==> src/rtl/uart_pkg.sv <==
// ---------------------------------------------------------------------------
// uart_pkg
//   Definitions shared by the configurable UART blocks (uart_rx_cfg today,
//   uart_tx_cfg later).
//   - rx_state_t / ST_* : receiver FSM state encoding
//   - PARITY_*          : values for the PARITY parameter
//   - majority3()       : 2-of-3 vote used for the mid-bit samples
// ---------------------------------------------------------------------------
package uart_pkg;

  // State encoding is kept as plain constants so that older netlists and
  // debug scripts that decode the raw 3-bit state keep working.
  typedef logic [2:0] rx_state_t;

  localparam rx_state_t ST_IDLE   = 3'd0;
  localparam rx_state_t ST_START  = 3'd1;
  localparam rx_state_t ST_DATA   = 3'd2;
  localparam rx_state_t ST_PARITY = 3'd3;
  localparam rx_state_t ST_STOP   = 3'd4;

  localparam int PARITY_NONE = 0;
  localparam int PARITY_EVEN = 1;
  localparam int PARITY_ODD  = 2;

  function automatic logic majority3(input logic a, input logic b, input logic c);
    return (a & b) | (a & c) | (b & c);
  endfunction

endpackage

==> src/rtl/uart_baud_tick.sv <==
// ---------------------------------------------------------------------------
// uart_baud_tick
//   Programmable divider producing the oversample tick for the UART.
//   One tick every baud_div+1 clocks while en is high; held idle otherwise.
//   Ports:
//     clock     in   system clock
//     reset_n   in   asynchronous active-low reset
//     en        in   divider enable; low parks the counter at zero
//     baud_div  in   clocks per tick minus 1, sampled at each reload
//     tick      out  single-cycle tick pulse
// ---------------------------------------------------------------------------
module uart_baud_tick #(
  parameter int DIV_W = 16
) (
  input  logic             clock,
  input  logic             reset_n,
  input  logic             en,
  input  logic [DIV_W-1:0] baud_div,
  output logic             tick
);

  logic [DIV_W-1:0] cnt_reg;

  // Down-counter: the tick fires when the count is zero, and the counter is
  // reloaded from baud_div in that same cycle. A new divisor therefore only
  // takes effect from the next tick period onward.
  always_ff @(posedge clock or negedge reset_n) begin
    if (!reset_n) begin
      cnt_reg <= '0;
    end else if (!en) begin
      cnt_reg <= '0;
    end else if (cnt_reg == '0) begin
      cnt_reg <= baud_div;
    end else begin
      cnt_reg <= cnt_reg - 1'b1;
    end
  end

  assign tick = en && (cnt_reg == '0);

endmodule

==> src/rtl/uart_rx_cfg.sv <==
// ---------------------------------------------------------------------------
// uart_rx_cfg
//   Configurable RS232 receiver: DATA_BITS data bits (LSB first), optional
//   even/odd parity, 1 or 2 stop bits, OVERSAMPLE ticks per bit with a
//   3-sample majority vote around mid-bit, and a valid/ready word output.
//   Ports:
//     clock       in   system clock
//     reset_n     in   asynchronous active-low reset
//     rx          in   serial line (idle high), asynchronous to clock
//     rx_en       in   receiver enable; low aborts any partial frame
//     baud_div    in   clocks per oversample tick minus 1
//     rx_data     out  received word, stable while rx_valid
//     rx_valid    out  word available
//     rx_ready    in   consumer accepts when rx_valid && rx_ready
//     parity_err  out  parity status of the held word
//     frame_err   out  a stop bit of the held word was sampled low
//     break_det   out  every data/parity/stop bit of the held word was 0
//     overrun     out  1-cycle pulse: a word was dropped because the
//                      previous one was still unaccepted
// ---------------------------------------------------------------------------
module uart_rx_cfg
  import uart_pkg::*;
#(
  parameter int DATA_BITS  = 8,
  parameter int PARITY     = 0,
  parameter int STOP_BITS  = 1,
  parameter int OVERSAMPLE = 16,
  parameter int DIV_W      = 16
) (
  input  logic                 clock,
  input  logic                 reset_n,
  input  logic                 rx,
  input  logic                 rx_en,
  input  logic [DIV_W-1:0]     baud_div,
  output logic [DATA_BITS-1:0] rx_data,
  output logic                 rx_valid,
  input  logic                 rx_ready,
  output logic                 parity_err,
  output logic                 frame_err,
  output logic                 break_det,
  output logic                 overrun
);

  localparam int S_W   = $clog2(OVERSAMPLE);
  localparam int IDX_W = $clog2(DATA_BITS + 1);

  // Sample positions within a bit: the three ticks straddling mid-bit,
  // and the last tick of the bit where non-final bits are committed.
  localparam logic [S_W-1:0] S_LO   = S_W'(OVERSAMPLE / 2 - 1);
  localparam logic [S_W-1:0] S_MID  = S_W'(OVERSAMPLE / 2);
  localparam logic [S_W-1:0] S_HI   = S_W'(OVERSAMPLE / 2 + 1);
  localparam logic [S_W-1:0] S_LAST = S_W'(OVERSAMPLE - 1);

  localparam logic [IDX_W-1:0] IDX_DATA_LAST = IDX_W'(DATA_BITS - 1);
  localparam logic [IDX_W-1:0] IDX_STOP_LAST = IDX_W'(STOP_BITS - 1);

  // ---------------------------------------------------------------------
  // rx synchroniser (resets to the idle level so no false start is seen)
  // ---------------------------------------------------------------------
  logic rx_meta_reg;
  logic rx_sync_reg;

  always_ff @(posedge clock or negedge reset_n) begin
    if (!reset_n) begin
      rx_meta_reg <= 1'b1;
      rx_sync_reg <= 1'b1;
    end else begin
      rx_meta_reg <= rx;
      rx_sync_reg <= rx_meta_reg;
    end
  end

  // ---------------------------------------------------------------------
  // Oversample tick
  // ---------------------------------------------------------------------
  logic tick;

  uart_baud_tick #(
    .DIV_W (DIV_W)
  ) u_baud_tick (
    .clock    (clock),
    .reset_n  (reset_n),
    .en       (rx_en),
    .baud_div (baud_div),
    .tick     (tick)
  );

  // ---------------------------------------------------------------------
  // Receive FSM
  // ---------------------------------------------------------------------
  rx_state_t            state_reg,  state_next;
  logic [S_W-1:0]       s_reg,      s_next;
  logic [1:0]           samp_reg,   samp_next;   // samples at S_LO, S_MID
  logic                 bit_reg,    bit_next;    // voted value of current bit
  logic [IDX_W-1:0]     idx_reg,    idx_next;    // data / stop bit index
  logic [DATA_BITS-1:0] shift_reg,  shift_next;
  logic                 par_reg,    par_next;    // running XOR of data bits
  logic                 perr_reg,   perr_next;
  logic                 ferr_reg,   ferr_next;
  logic                 zero_reg,   zero_next;   // all bits so far were 0
  logic                 done_reg,   done_next;   // frame finished last cycle
  logic                 bit_now;

  // The third sample is the live synchronised value at S_HI, so the vote
  // is usable in the very tick that takes it (needed for the final stop bit).
  assign bit_now = majority3(samp_reg[1], samp_reg[0], rx_sync_reg);

  always_comb begin
    state_next = state_reg;
    s_next     = s_reg;
    samp_next  = samp_reg;
    bit_next   = bit_reg;
    idx_next   = idx_reg;
    shift_next = shift_reg;
    par_next   = par_reg;
    perr_next  = perr_reg;
    ferr_next  = ferr_reg;
    zero_next  = zero_reg;
    done_next  = 1'b0;

    if (!rx_en) begin
      state_next = ST_IDLE;
      s_next     = '0;
    end else if (state_reg == ST_IDLE) begin
      // Falling edge: start a frame and clear the per-frame accumulators.
      if (!rx_sync_reg) begin
        state_next = ST_START;
        s_next     = '0;
        idx_next   = '0;
        par_next   = 1'b0;
        perr_next  = 1'b0;
        ferr_next  = 1'b0;
        zero_next  = 1'b1;
      end
    end else if (tick) begin
      if (s_reg == S_LAST) begin
        s_next = '0;
      end else begin
        s_next = s_reg + 1'b1;
      end

      if (s_reg == S_LO)  samp_next[0] = rx_sync_reg;
      if (s_reg == S_MID) samp_next[1] = rx_sync_reg;
      if (s_reg == S_HI)  bit_next     = bit_now;

      case (state_reg)
        ST_START: begin
          // A start bit that votes high was only a glitch.
          if (s_reg == S_LAST) begin
            state_next = bit_reg ? ST_IDLE : ST_DATA;
          end
        end

        ST_DATA: begin
          if (s_reg == S_LAST) begin
            shift_next = {bit_reg, shift_reg[DATA_BITS-1:1]};
            par_next   = par_reg ^ bit_reg;
            zero_next  = zero_reg & ~bit_reg;
            idx_next   = idx_reg + 1'b1;
            if (idx_reg == IDX_DATA_LAST) begin
              idx_next   = '0;
              state_next = (PARITY != PARITY_NONE) ? ST_PARITY : ST_STOP;
            end
          end
        end

        ST_PARITY: begin
          if (s_reg == S_LAST) begin
            if (PARITY == PARITY_ODD) begin
              perr_next = ~(par_reg ^ bit_reg);
            end else begin
              perr_next = par_reg ^ bit_reg;
            end
            zero_next  = zero_reg & ~bit_reg;
            state_next = ST_STOP;
          end
        end

        ST_STOP: begin
          // Stop bits are judged at mid-bit; the final one ends the frame
          // right there so a following start edge is not missed.
          if (s_reg == S_HI) begin
            ferr_next = ferr_reg | ~bit_now;
            zero_next = zero_reg & ~bit_now;
            if (idx_reg == IDX_STOP_LAST) begin
              state_next = ST_IDLE;
              s_next     = '0;
              done_next  = 1'b1;
            end
          end else if (s_reg == S_LAST) begin
            idx_next = idx_reg + 1'b1;
          end
        end

        default: begin
          state_next = ST_IDLE;
          s_next     = '0;
        end
      endcase
    end
  end

  always_ff @(posedge clock or negedge reset_n) begin
    if (!reset_n) begin
      state_reg <= ST_IDLE;
      s_reg     <= '0;
      samp_reg  <= '0;
      bit_reg   <= 1'b0;
      idx_reg   <= '0;
      shift_reg <= '0;
      par_reg   <= 1'b0;
      perr_reg  <= 1'b0;
      ferr_reg  <= 1'b0;
      zero_reg  <= 1'b0;
      done_reg  <= 1'b0;
    end else begin
      state_reg <= state_next;
      s_reg     <= s_next;
      samp_reg  <= samp_next;
      bit_reg   <= bit_next;
      idx_reg   <= idx_next;
      shift_reg <= shift_next;
      par_reg   <= par_next;
      perr_reg  <= perr_next;
      ferr_reg  <= ferr_next;
      zero_reg  <= zero_next;
      done_reg  <= done_next;
    end
  end

  // ---------------------------------------------------------------------
  // Output word register with valid/ready handshake
  // ---------------------------------------------------------------------
  // A completed frame is loaded if the holding register is empty or is
  // being emptied in the same cycle; otherwise it is dropped and overrun
  // pulses. The per-frame accumulators may be cleared by a new start edge
  // in this same cycle, but the load sees their pre-clear values.
  always_ff @(posedge clock or negedge reset_n) begin
    if (!reset_n) begin
      rx_data    <= '0;
      rx_valid   <= 1'b0;
      parity_err <= 1'b0;
      frame_err  <= 1'b0;
      break_det  <= 1'b0;
      overrun    <= 1'b0;
    end else begin
      overrun <= 1'b0;
      if (done_reg) begin
        if (!rx_valid || rx_ready) begin
          rx_data    <= shift_reg;
          parity_err <= perr_reg;
          frame_err  <= ferr_reg;
          break_det  <= zero_reg;
          rx_valid   <= 1'b1;
        end else begin
          overrun <= 1'b1;
        end
      end else if (rx_valid && rx_ready) begin
        rx_valid <= 1'b0;
      end
    end
  end

endmodule

==> config.mk <==
export PLATFORM = sky130hd
export DESIGN_NAME = uart_rx_cfg
export DESIGN_NICKNAME = d
export VERILOG_FILES = /design/src/rtl/uart_pkg.sv /design/src/rtl/uart_baud_tick.sv /design/src/rtl/uart_rx_cfg.sv
export SDC_FILE = /design/constraint.sdc
export NUM_CORES = 1
export LEC_CHECK = 0
export CAP_MARGIN = 20
export CORE_AREA = 4 4 91 93
export CTS_BUF_LIST = sky130_fd_sc_hd__clkbuf_4
export CTS_CLUSTER_SIZE = 40
export DETAILED_ROUTE_END_ITERATION = 10
export DIE_AREA = 0 0 95 97
export PLACE_DENSITY_LB_ADDON = 0.3
export REMOVE_ABC_BUFFERS = 1
export SETUP_SLACK_MARGIN = 0.3
export SLEW_MARGIN = 20
export SYNTH_ARGS = -nofsm -noshare
export SYNTH_HDL_FRONTEND = slang
export SYNTH_SLANG_ARGS = --single-unit
==> constraint.sdc <==
create_clock -name clock -period 3 [get_ports clock]
set_clock_uncertainty 0.05 [all_clocks]
set_input_delay 0.3 -clock clock [delete_from_list [all_inputs] [get_ports clock]]
set_output_delay 0.3 -clock clock [all_outputs]
set_load 0.02 [all_outputs]
; Word-level counts from Yosys, hierarchy flattened
; Cells that the tools add are included.
[op_classes]
add_sub_neg = 3
eq_ne = 24
muxes = 58
bitwise = 12
n_reduce_logical = 31
[op_table]
columns = cell, count
row1 = 2-to-1 mux 4 bit, 13
row2 = 2-to-1 mux 16 bit, 2
row3 = 2-to-1 mux 3 bit, 10
row4 = 2-to-1 mux 1 bit, 28
row5 = inequality test 4 bit (second input constant), 6
row6 = AND reduction 5 bit, 4
row7 = logical NOT 16 bit, 1
row8 = case mux 4 bit (2 select lines), 2
row9 = subtractor 16 x 1 -> 16 bit (second input constant), 1
row10 = inequality test 3 bit (second input constant), 5
row11 = nonzero test 2 bit, 7
row12 = == test 4 bit (second input constant), 3
row13 = case mux 3 bit (4 select lines), 1
row14 = AND reduction 4 bit, 3
row15 = adder 4 x 1 -> 4 bit (second input constant), 2
row16 = == test 4 x 3 -> 1 bit (second input constant), 2
row17 = AND reduction 8 bit, 1
row18 = AND reduction 7 bit, 1
row19 = == test 3 x 2 -> 1 bit (second input constant), 2
row20 = inequality test 3 x 1 -> 1 bit (second input constant), 2
row21 = AND reduction 2 bit, 3
row22 = AND reduction 6 bit, 1
row23 = nonzero test 3 bit, 2
row24 = bitwise AND 1 bit, 5
row25 = 16 further kinds, 21
[word_totals]
ff_bits = 58
in_bits = 21
out_inout_bits = 13
wordCells = 149

; Logic depth before layout (Yosys ltp)
[depth]
depth_word = 9
depth_mapped = 9
ltp_nobuf = 7

; By module
; From an unflattened synthesis, not the netlist that was laid out.
[unflattened]
hier_cells = 289
hier_area_um2 = 3136.8
[by_module_without_submodules]
columns = module, n_inst, cells_each, area_per_inst_um2, seq_area_each_um2
row1 = uart_rx_cfg, 1, 190, 2182.1, 1053.5
row2 = uart_baud_tick, 1, 99, 954.7, 400.4

; Worst setup path before layout
; Ideal clock, no wire load.
[synth_path]
path_type = register to register
from = reg u_baud_tick.cnt_reg[9]
to = reg samp_reg[1]
setup_ns = 0.127
t_arrival_ns = 2.098
t_required_ns = 2.823
slack_ns = 0.725
stages_incl_launch_ff = 6
n_path_buf = 0
synth_period_minus_slack_ns = 2.275
cell_sequence = dfrtp_1 -> or4_4 -> and4b_2 -> nand4_4 -> or4_1 -> mux2_1
[synth_between]
elab_chain_len = 3
[synth_lines]
columns = element, line_no
row1 = start: declaration, uart_baud_tick.sv:22  ; logic [DIV_W-1:0] cnt_reg;
row2 = start signal: assignment, uart_baud_tick.sv:33  ; cnt_reg <= baud_div;
row3 = start signal: assignment, uart_baud_tick.sv:35  ; cnt_reg <= cnt_reg - 1'b1;
row4 = logical NOT 16 bit, uart_baud_tick.sv:39  ; assign tick = en && (cnt_reg == '0);
row5 = logical AND 1 bit, uart_baud_tick.sv:39
row6 = AND reduction 4 bit (no source line), --
row7 = end signal: assignment, uart_rx_cfg.sv:219  ; samp_reg <= samp_next;
row8 = end: declaration, uart_rx_cfg.sv:93  ; logic [1:0] samp_reg, samp_next;
; No other way between the ends.
; A chain may end at the register's enable or synchronous reset.

; Final worst setup path
; Same ends and word-level chain as after synthesis.

==> impl_metrics.json <==
{
  "cts_root_buffer": "clkbuf_4",
  "synth-async-reset-ratio": 1.000,
  "ff_latch_area_um2": 1454,
  "area_fraction_of_the_dominant_cell_type_after_synthesis": 0.4799,
  "crit_fanout": 6,
  "initial_standard_cell_utilization_of_the_core": 0.3880,
  "peakVddDrop_mv": 0.3282,
  "dr_iter_0_viols": 98,
  "routed-wl-met2_mm": 2.583,
  "power_density_nw_per_um2": 736.3,
  "floorplan.core_area_um2": 7527,
  "power_switching_mw": 0.9711,
  "swShare": 0.3714,
  "cts.sink_count": 58,
  "diodes": 0,
  "floorplan.die.height_um": 97,
  "grt_overflow_total": 0,
  "finalWorstPathRequiredPeriod_ns": 2.387,
  "first_pass_grt_wire_length_mm": 9.577,
  "dp.final_hpwl_mm": 3.959,
  "clk-insertion-delay-late_ns": 0.40,
  "postSynthCellCount": 283,
  "drive_gt1_frac": 0.1646,
  "p_int_mw": 1.644,
  "cap_viol_max_count": 0,
  "drtPass1Iterations": 4,
  "postLayoutSetupSlackWorst_ns": 0.6131,
  "cts_inserted_buffers": 9,
  "largest_reg_flops": 16,
  "numPortBuffers": 33,
  "max_slew_headroom": 0.5874,
  "ant_nets": 0,
  "synth_area_leaders": "dfrtp_1 (48%), mux2_2 (9.3%), nand2_1 (4.4%)",
  "number_of_hold_violations_in_the_final_report": 0,
  "power_frac_clock": 0.256,
  "via_count": 2192,
  "area_growth_syn_to_layout_pct": 21.59,
  "most_common_cell_in_the_synthesized_netlist": "dfrtp_1",
  "share_seq_of_total_power": 0.398,
  "mappedNetlistArea_um2": 2920,
  "cts_max_path_buffers": 2,
  "number_of_endpoints_failing_setup_at_the_final_stage": 0,
  "postSynthAreaPerCell_um2": 10.32,
  "tightestPinTransition_ns": 0.6033,
  "grt_max_degree": 50,
  "max_freq_mhz": 419.0,
  "worstPathArrival_ns": 2.62,
  "p_leak_nw": 1.594,
  "post-cts-setup-buffer-count": 0,
  "grt_usage": 0.1325,
  "multiInputGateArea_um2": 1376,
  "remaining_drcs": 0,
  "slew_violations": 0,
  "dr_wl_met3_um": 329,
  "ys_warn_count": 0,
  "tritoncts": "built",
  "detailedPlace.worstSlack_ns": 0.6247,
  "synth.distinct_cells": 47,
  "start_kind": "flop",
  "layout_worst_path_cycle_share": 0.7956,
  "ys_seq_elements": 58,
  "ys_dominant_reg_cell": "dfrtp_1",
  "nFillCells": 728,
  "globalplace.congestion": 0.8765,
  "post_cts_sizing_count": 0,
  "clkTransAtPathRegs_ns": 0.11,
  "instances_no_fill": 430,
  "wl_per_cell_um": 13.18,
  "chipWidth_um": 95,
  "min-delay-path-class": "input port to flop",
  "timing_worst_setup_path_type": "flop to flop",
  "synth_top_cell_by_area": "dfrtp_1",
  "cp-end-kind": "flop",
  "place_inst": 413,
  "rows": 32,
  "power.combinational.fraction": 0.347,
  "synth-edff-count": 0,
  "detail_route.vias_per_cell": 5.098,
  "netlist_top_cells_count": "dfrtp_1 (56), nand2_1 (34), mux2_2 (24), o21ai_0 (23), nor2_1 (18)",
  "cp.required_ns": 3.24,
  "route.final.wire_length_mm": 5.668,
  "met1_length_mm": 2.643,
  "cts_htree_levels": 3,
  "unrepaired_setup_endpoints_after_global_routing": "no",
  "ioPinCount": 34,
  "first_global_vias": 2033,
  "floorplan.die_area_um2": 9215,
  "num-nets-final": 351,
  "synth_seq_area_share": 0.4979,
  "routed.top_layer": "met4",
  "fin_tns_setup_ns": 0,
  "antenna_found_initial": 0,
  "power.total_mw": 2.615,
  "run_status": "completed"
}
final timing paths:
kind                                             startpoint                                end  slack, ns  cells after the start
min reg2reg                           rx_meta_reg$_DFF_PN1_              rx_sync_reg$_DFF_PN1_       0.31                      0
max in group asynchronous                           reset_n  u_baud_tick.cnt_reg[15]$_DFF_PN0_       1.91                      3
max                        u_baud_tick.cnt_reg[9]$_DFF_PN0_            samp_reg[1]$_DFFE_PN0P_       0.61                      5
min in group asynchronous                           reset_n             rx_data[3]$_DFFE_PN0P_       0.40                      2
min                                                      rx              rx_meta_reg$_DFF_PN1_       0.26                      1
max reg2reg                u_baud_tick.cnt_reg[9]$_DFF_PN0_            samp_reg[1]$_DFFE_PN0P_       0.61                      5
routing by layer:
layer / track usage / vias to the layer above
met5: 0 / -
met4: 0.05105 / 0
met3: 0.04199 / 10
met2: 0.1958 / 66
met1: 0.1800 / 1034
li1: - / 1082
layout by cell type (no fill, tap or decap), types with 3 or more instances in the layout:
cell,n
dfrtp_1,56
nand2_1,34
clkdlybuf4s50_1,32
mux2_2,24
o21ai_0,23
nor2_1,18
inv_1,13
xnor2_1,9
nand3_1,9
clkbuf_4,9
nor3_1,7
a21oi_1,7
ha_1,7
buf_4,6
or3_1,5
nand2b_1,5
xor2_1,5
nor2b_1,4
nor4_1,4
or4_1,3
a21o_1,3
nor3b_1,3
critical path, stage by stage (launching register included):
cell	delay, ns
dfrtp_1	0.41
or4_4	0.56
and4b_2	0.36
nand4_4	0.14
or4_1	0.44
mux2_1	0.32
area by class of cell:
type / instances / share of cell area
clock inverter: 7 / 0.02854
inverter: 13 / 0.01374
multi-input combinational: 202 / 0.3876
tap: 102 / 0.03594
sequential: 58 / 0.4094
clock buffer: 9 / 0.01903
timing repair buffer: 39 / 0.1057
kinds of logic after synthesis:
group                    share of synthesized area
AND/OR/NAND/NOR                             0.1949
flip-flops                                  0.4979
AO/OA/AOI/OAI                               0.1011
multiplexers                               0.09640
buffers and inverters                      0.03085
XOR/XNOR                                   0.04199
adder cells (fa/ha/maj)                    0.03685
repair_timing:
action                                  4_1_cts  5_1_grt
hold buffers                                  0        1
endpoints found under the hold margin         0       46
endpoints found under the setup margin        0        0
stage by stage:
stage	hold WS, ns	area (um2)	utilization
floorplan	-0.04559	2879	-
global placement	0.2967	3369	0.4476
detailed placement	0.2968	3369	0.4476
CTS	0.05798	3538	0.4701
global route	0.2237	3551	0.4717
finish	0.2616	3551	0.4717
power groups by stage:
stage | clock, mW | combinational (mW) | sequential, mW
6_report | 0.668 | 0.907 | 1.04
5_1_grt | 0.730 | 1.03 | 1.06
4_1_cts | 0.688 | 0.912 | 1.04
3_5_place_dp | 0 | 0.902 | 1.05
3_3_place_gp | 0 | 0.908 | 1.05
2_1_floorplan | 0 | 0.692 | 1.01
Note: power is estimated with default switching activity, not from simulation.
